File: src/rtl/counter_run_sched_if.sv
// Bus between the requester logic, the shared 8-bit counter and the run scheduler.
// The scheduler sits on the slave side. The requester/counter side uses master.
interface counter_run_sched_if;
    logic [1:0]  req;
    logic [15:0] start_val;
    logic [15:0] run_len;
    logic        pause;
    logic        abort;
    logic [1:0]  grant;
    logic        cnt_load;
    logic [7:0]  cnt_load_val;
    logic        cnt_en;
    logic        cnt_oe;
    logic [7:0]  exp_count;
    logic [1:0]  done;
    logic        aborted;
    logic        busy;

    modport master (
        output req, start_val, run_len, pause, abort,
        input  grant, cnt_load, cnt_load_val, cnt_en, cnt_oe,
        input  exp_count, done, aborted, busy
    );

    modport slave (
        input  req, start_val, run_len, pause, abort,
        output grant, cnt_load, cnt_load_val, cnt_en, cnt_oe,
        output exp_count, done, aborted, busy
    );
endinterface

File: src/rtl/counter_run_sched.sv
// Round-robin scheduler that shares one 8-bit loadable up-counter between two
// requesters. It sequences load / count / output-enable for a programmed run and
// keeps a mirror of the value the counter should hold.
module counter_run_sched #(
    parameter int unsigned OE_CYCLES = 4
) (
    input logic                      clk,
    input logic                      rst,
    counter_run_sched_if.slave       bus
);

    typedef enum logic [2:0] {
        IDLE = 3'd0,
        LOAD = 3'd1,
        RUN  = 3'd2,
        SHOW = 3'd3,
        DONE = 3'd4
    } state_t;

    localparam logic [7:0] OE_INIT = 8'(OE_CYCLES);

    state_t      state_q, state_d;
    logic        winner_q, winner_d;
    logic        last_grant_q, last_grant_d;
    logic [7:0]  start_q, start_d;
    logic [7:0]  len_q, len_d;
    logic [7:0]  remaining_q, remaining_d;
    logic [7:0]  oe_cnt_q, oe_cnt_d;
    logic [7:0]  exp_count_q, exp_count_d;
    logic [1:0]  grant_q, grant_d;
    logic        cnt_load_q, cnt_load_d;
    logic [7:0]  cnt_load_val_q, cnt_load_val_d;
    logic        run_q, run_d;
    logic        cnt_oe_q, cnt_oe_d;
    logic [1:0]  done_q, done_d;
    logic        aborted_q, aborted_d;
    logic        busy_q, busy_d;
    logic        count_step;
    logic        abort_taken;

    // Next-state, job bookkeeping and counter mirror. The mirror follows what the
    // counter itself does in every cycle, so the increment or load of the cycle in
    // which abort is seen still lands before the job is dropped.
    always_comb begin
        state_d      = state_q;
        winner_d     = winner_q;
        last_grant_d = last_grant_q;
        start_d      = start_q;
        len_d        = len_q;
        remaining_d  = remaining_q;
        oe_cnt_d     = oe_cnt_q;
        exp_count_d  = exp_count_q;
        count_step   = run_q & ~bus.pause;
        abort_taken  = 1'b0;

        unique case (state_q)
            IDLE: begin
                if (bus.req != 2'b00) begin
                    if (bus.req == 2'b11) begin
                        winner_d = ~last_grant_q;
                    end else begin
                        winner_d = bus.req[1];
                    end
                    last_grant_d = winner_d;
                    start_d      = winner_d ? bus.start_val[15:8] : bus.start_val[7:0];
                    len_d        = winner_d ? bus.run_len[15:8]   : bus.run_len[7:0];
                    state_d      = LOAD;
                end
            end
            LOAD: begin
                exp_count_d = start_q;
                remaining_d = len_q;
                oe_cnt_d    = OE_INIT;
                state_d     = (len_q != 8'd0) ? RUN : SHOW;
            end
            RUN: begin
                oe_cnt_d = OE_INIT;
                if (count_step) begin
                    exp_count_d = exp_count_q + 8'd1;
                    remaining_d = remaining_q - 8'd1;
                    if (remaining_q == 8'd1) begin
                        state_d = SHOW;
                    end
                end
            end
            SHOW: begin
                oe_cnt_d = oe_cnt_q - 8'd1;
                if (oe_cnt_q == 8'd1) begin
                    state_d = DONE;
                end
            end
            DONE: begin
                state_d = IDLE;
            end
            default: begin
                state_d = IDLE;
            end
        endcase

        if (((state_q == LOAD) || (state_q == RUN) || (state_q == SHOW)) && bus.abort) begin
            abort_taken = 1'b1;
            state_d     = IDLE;
        end
    end

    // Moore output decode from the state about to be entered, so every control
    // output is a flop that lines up with the registered state.
    always_comb begin
        grant_d        = 2'b00;
        cnt_load_d     = 1'b0;
        cnt_load_val_d = 8'h00;
        run_d          = 1'b0;
        cnt_oe_d       = 1'b0;
        done_d         = 2'b00;
        aborted_d      = abort_taken;
        busy_d         = (state_d != IDLE);

        if ((state_d == LOAD) || (state_d == RUN) || (state_d == SHOW)) begin
            grant_d = winner_d ? 2'b10 : 2'b01;
        end
        if (state_d == LOAD) begin
            cnt_load_d     = 1'b1;
            cnt_load_val_d = start_d;
        end
        if (state_d == RUN) begin
            run_d = 1'b1;
        end
        if (state_d == SHOW) begin
            cnt_oe_d = 1'b1;
        end
        if (state_d == DONE) begin
            done_d = winner_d ? 2'b10 : 2'b01;
        end
    end

    // State and output registers with synchronous reset; requester 0 wins the first tie.
    always_ff @(posedge clk) begin
        if (rst) begin
            state_q        <= IDLE;
            winner_q       <= 1'b0;
            last_grant_q   <= 1'b1;
            start_q        <= 8'h00;
            len_q          <= 8'h00;
            remaining_q    <= 8'h00;
            oe_cnt_q       <= 8'h00;
            exp_count_q    <= 8'h00;
            grant_q        <= 2'b00;
            cnt_load_q     <= 1'b0;
            cnt_load_val_q <= 8'h00;
            run_q          <= 1'b0;
            cnt_oe_q       <= 1'b0;
            done_q         <= 2'b00;
            aborted_q      <= 1'b0;
            busy_q         <= 1'b0;
        end else begin
            state_q        <= state_d;
            winner_q       <= winner_d;
            last_grant_q   <= last_grant_d;
            start_q        <= start_d;
            len_q          <= len_d;
            remaining_q    <= remaining_d;
            oe_cnt_q       <= oe_cnt_d;
            exp_count_q    <= exp_count_d;
            grant_q        <= grant_d;
            cnt_load_q     <= cnt_load_d;
            cnt_load_val_q <= cnt_load_val_d;
            run_q          <= run_d;
            cnt_oe_q       <= cnt_oe_d;
            done_q         <= done_d;
            aborted_q      <= aborted_d;
            busy_q         <= busy_d;
        end
    end

    // Count-enable is the registered RUN flag gated by pause, so a paused cycle
    // never advances the counter.
    assign bus.cnt_en       = run_q & ~bus.pause;
    assign bus.grant        = grant_q;
    assign bus.cnt_load     = cnt_load_q;
    assign bus.cnt_load_val = cnt_load_val_q;
    assign bus.cnt_oe       = cnt_oe_q;
    assign bus.exp_count    = exp_count_q;
    assign bus.done         = done_q;
    assign bus.aborted      = aborted_q;
    assign bus.busy         = busy_q;

    // Grant is never shared and the three counter controls never overlap.
    a_grant_onehot : assert property (@(posedge clk) disable iff (rst)
        $onehot0(bus.grant));
    a_ctrl_exclusive : assert property (@(posedge clk) disable iff (rst)
        $onehot0({bus.cnt_load, bus.cnt_en, bus.cnt_oe}));

endmodule

File: src/flat_wrapper.sv
// flat-port wrapper written by rule: the top's interface ports become plain ports
module counter_run_sched_flat 
#(
    parameter int unsigned OE_CYCLES = 4
)
  (clk, rst, bus_req, bus_start_val, bus_run_len, bus_pause, bus_abort, bus_grant, bus_cnt_load, bus_cnt_load_val, bus_cnt_en, bus_cnt_oe, bus_exp_count, bus_done, bus_aborted, bus_busy);
  counter_run_sched_if bus_i ();
  input logic clk;
  input logic rst;
  input wire logic [$bits(bus_i.req)-1:0] bus_req;
  input wire logic [$bits(bus_i.start_val)-1:0] bus_start_val;
  input wire logic [$bits(bus_i.run_len)-1:0] bus_run_len;
  input wire logic [$bits(bus_i.pause)-1:0] bus_pause;
  input wire logic [$bits(bus_i.abort)-1:0] bus_abort;
  output wire logic [$bits(bus_i.grant)-1:0] bus_grant;
  output wire logic [$bits(bus_i.cnt_load)-1:0] bus_cnt_load;
  output wire logic [$bits(bus_i.cnt_load_val)-1:0] bus_cnt_load_val;
  output wire logic [$bits(bus_i.cnt_en)-1:0] bus_cnt_en;
  output wire logic [$bits(bus_i.cnt_oe)-1:0] bus_cnt_oe;
  output wire logic [$bits(bus_i.exp_count)-1:0] bus_exp_count;
  output wire logic [$bits(bus_i.done)-1:0] bus_done;
  output wire logic [$bits(bus_i.aborted)-1:0] bus_aborted;
  output wire logic [$bits(bus_i.busy)-1:0] bus_busy;
  assign bus_i.req = bus_req;
  assign bus_i.start_val = bus_start_val;
  assign bus_i.run_len = bus_run_len;
  assign bus_i.pause = bus_pause;
  assign bus_i.abort = bus_abort;
  assign bus_grant = bus_i.grant;
  assign bus_cnt_load = bus_i.cnt_load;
  assign bus_cnt_load_val = bus_i.cnt_load_val;
  assign bus_cnt_en = bus_i.cnt_en;
  assign bus_cnt_oe = bus_i.cnt_oe;
  assign bus_exp_count = bus_i.exp_count;
  assign bus_done = bus_i.done;
  assign bus_aborted = bus_i.aborted;
  assign bus_busy = bus_i.busy;
  counter_run_sched #(.OE_CYCLES(OE_CYCLES)) u_core (.clk(clk), .rst(rst), .bus(bus_i));
endmodule
File: config.mk
export PLATFORM = sky130hd
export DESIGN_NAME = counter_run_sched_flat
export DESIGN_NICKNAME = d
export VERILOG_FILES = /design/src/rtl/counter_run_sched_if.sv /design/src/rtl/counter_run_sched.sv /design/src/flat_wrapper.sv
export SDC_FILE = /design/constraint.sdc
export NUM_CORES = 1
export LEC_CHECK = 0
export CAP_MARGIN = 10
export CORE_MARGIN = 2
export CORE_UTILIZATION = 54
export DETAILED_ROUTE_END_ITERATION = 10
export PLACE_DENSITY = 0.91
export SLEW_MARGIN = 20
export SYNTH_ARGS = -nofsm -noshare
export SYNTH_HDL_FRONTEND = slang
export SYNTH_SLANG_ARGS = --single-unit
File: constraint.sdc
create_clock -name clk -period 4.71 [get_ports clk]
set_input_delay 0.942 -clock clk [delete_from_list [all_inputs] [get_ports clk]]
set_output_delay 0.942 -clock clk [all_outputs]
set_load 0.1 [all_outputs]
==> impl_metrics.py <==
metrics = {
    "synth": {
        "ys_seq_elements": 62,
        "ys_seq_area_share_pct": 43.3,
        "yosysTopAreaCell": "dfxtp_1",
        "synth_edf_count": 0,
        "synth_top_flop_cell": "dfxtp_1",
        "synthesis.area_sq_um": 2870,
        "yosys.area.top_type_share_pct": 43.3,
        "ys_async_sr_fraction_pct": 0,
        "ys_types": 56,
        "ys_top_cells_by_area": "dfxtp_1 43%, a211oi_1 6.0%, nor2_1 5.9%",
        "avgSynthCellArea_sq_um": 8.77,
        "ys_warn_count": 0,
        "synth_most_common_cell": "dfxtp_1",
        "synth_commonest_cells": "62 x dfxtp_1, 45 x nor2_1, 25 x nand2_1",
        "synthCells": 327,
        "synth_nets": 370,
    },
    "global_routing": {
        "antenna_found_initial": 0,
        "grt_pass1_wl_mm": 12.0,
        "first_global_vias": 2625,
        "grt_overflow": 0,
        "grt_usage_pct": 25.5,
        "grt_max_degree": 47,
    },
    "worst_setup_path": {
        "crit_path_max_incr_delay_ps": 1190,
        "path_max_fanout": 8,
        "cp_top_family": "buffers and inverters",
        "reg2reg_to": "u_core.bus.busy$_SDFF_PP0_",
        "startpoint_type": "flop",
        "cp.required_ps": 3770,
        "reg2reg_slack_ps": 2380,
        "r2r_cells": 4,
        "worstSetupPathType": "reg2out",
        "end_kind": "output port",
        "crit_buf_inv": 1,
        "r2r_start": "u_core.state_q[0]$_SDFF_PP0_",
        "crit_chain": "clkdlybuf4s50_1",
        "cp.arrival_ps": 2010,
        "slowest_stage": "clkdlybuf4s50_1",
    },
    "clock_tree": {
        "cts_resized": 0,
        "path_clk_slew_ps": 60,
        "cts_buffer_depth": 2,
        "clock-root-buffer": "clkbuf_8",
        "cts_hold_buf": 0,
        "cts_buffers": 9,
        "clk_latency_ps": 340,
        "cts_sinks": 62,
        "htreeDepth": 3,
        "cts_tree": "done",
        "cts_setup_buffers": 0,
    },
    "routing": {
        "ant_nets": 0,
        "num_vias": 2649,
        "drt-total-wl_mm": 7.23,
        "drcViolationCount": 0,
        "firstDrtPassIters": 4,
        "post_drt_wl_per_cell_microns": 15.9,
        "vias_per_cell": 5.83,
        "drt_iter0_drc": 309,
    },
    "placement": {
        "place.gp.congestion": 0.896,
        "io_buffers": 62,
        "dpl_cell_area_sq_um": 3490,
        "post-place-ws_ps": 1860,
        "dpl.hpwl_mm": 4.80,
    },
    "timing": {
        "fin_worst_skew_ps": 4.33,
        "timing.final.crit_period_ps": 2950,
        "min_period_over_period_pct": 62.7,
        "rsz0062_at_grt": "false",
        "max_freq_mhz": 339,
        "relSlewSlack_pct": 32.7,
        "worst_slew_pin_slew_ps": 1010,
        "setup_viol": 0,
        "slew_violations": 0,
        "setup_ws_ps": 1760,
        "tns_ps": 0,
        "hold_violations": 0,
    },
    "cells_and_area": {
        "drive_gt1_share_pct": 8.33,
        "fin_nets": 423,
        "fin_area_sq_um": 3700,
        "antenna_cells": 0,
        "syn_to_final_growth_pct": 29.0,
    },
    "power": {
        "vdd_drop_max_uv": 370,
        "power_density_nw_per_um2": 529,
        "cellLeakagePower_nw": 1.35,
        "power.total_mw": 1.96,
    },
    "floorplanning": {
        "dieArea_sq_um": 5910,
        "die_w_microns": 76.9,
        "boundaryPins": 63,
        "die_y_microns": 76.9,
        "start_util_pct": 56.2,
        "core_sq_um": 5110,
        "row_count": 26,
    },
    "outcome": {
        "outcome": "finished, final reports clean",
    },
    "min_path": {
        "hp-start": "u_core.start_q[4]$_SDFF_PP0_",
        "hp-class": "reg2reg",
        "hold_path_end": "u_core.start_q[4]$_SDFF_PP0_",
        "hold_depth": 2,
    },
    "run": {
        "max_cap_violations": 0,
    },
}
-- report_power, final --
| part | total [mW] | leakage, nW | internal [mW] | switching (mW) |
|---|---|---|---|---|
| clock network | 0.487 | 0.104 | 0.284 | 0.204 |
| logic | 0.761 | 0.732 | 0.236 | 0.525 |
| registers | 0.709 | 0.509 | 0.621 | 0.0885 |
-- final cells by class --
class / instances / area, sq um
Clock buffer: 12 / 165
Clock inverter: 3 / 42.5
Fill cell: 361 / 1410
Inverter: 9 / 33.8
Multi-Input combinational cell: 235 / 1510
Sequential cell: 62 / 1240
Tap cell: 70 / 87.6
Timing Repair Buffer: 63 / 626
-- state kept, by name (all words and copies together) (netlist names) --
signal and cells:
u_core.bus.cnt_load_val 8, u_core.bus.exp_count 8, u_core.len_q 8, u_core.oe_cnt_q 8
u_core.remaining_q 8, u_core.start_q 8, u_core.state_q 3, u_core.bus.done 2
u_core.bus.grant 2, u_core.bus.aborted 1, u_core.bus.busy 1, u_core.bus.cnt_load 1
u_core.bus.cnt_oe 1, u_core.last_grant_q 1, u_core.run_q 1, u_core.winner_q 1
-- worst max-delay path by stage --
stage	startpoint	endpoint	slack (ps)	cells past startpoint
final	u_core.bus.exp_count[4]$_SDFFE_PP0P_	bus_exp_count[4]	1760	1
after detailed placement	bus_req[0]	u_core.len_q[7]$_SDFFE_PP0P_	1860	4
after CTS	u_core.bus.exp_count[4]$_SDFFE_PP0P_	bus_exp_count[4]	1780	1
after global placement	bus_req[1]	u_core.start_q[2]$_SDFF_PP0_	1730	4
after floorplan	bus_pause	bus_cnt_en	1470	1
after global routing	u_core.bus.exp_count[4]$_SDFFE_PP0P_	bus_exp_count[4]	1720	1
-- worst reg2reg max path: stages, from the launching register on --
cell and delay [ps]:
dfxtp_1 560, nand3b_1 360, o311ai_2 850, o21bai_1 310, nand3_1 120
-- cell usage in the layout (no fill, tap or decap), drive strengths merged, types with 5 or more instances in the layout --
master          n
nor3           16
nor2           45
nor4            5
inv             9
clkbuf         12
clkdlybuf4s50  61
nand3           7
a21oi          21
a31oi           6
dfxtp          62
nand2          25
o21ai          14
nand2b          5
ha              5
a211oi         23
mux2i          16
-- metal layers --
| metal | track usage (%) | share of wire [%] | vias to the layer above |
|---|---|---|---|
| li1 | - | - | 1289 |
| met1 | 31.1 | 43 | 1254 |
| met2 | 42.4 | 49 | 91 |
| met3 | 4.94 | 5.7 | 15 |
| met4 | 14.0 | 2.5 | 0 |
| met5 | 0 | 0 | - |
-- through the flow --
stage | hold slack, ps | util, % | cells
finish | 510 | 72.5 | 454
global route | 544 | 72.5 | 454
CTS | 509 | 72.4 | 454
detailed placement | 459 | 68.3 | 439
global placement | 460 | 68.2 | 439
floorplan | 445 | - | 327
-- cell families after synthesis --
logic type                 Yosys count  share of synthesized area, %
and+or+nand+nor                    125                          22.7
xor gates and xnor gates             2                         0.611
DFF                                 62                          43.3
adders and majority gates            5                          2.18
buffers and inverters               30                          5.01
AOI/OAI and AO/OA                   86                          20.2
muxes                               17                          5.97
No activity file was read; power rests on OpenSTA's default activity.
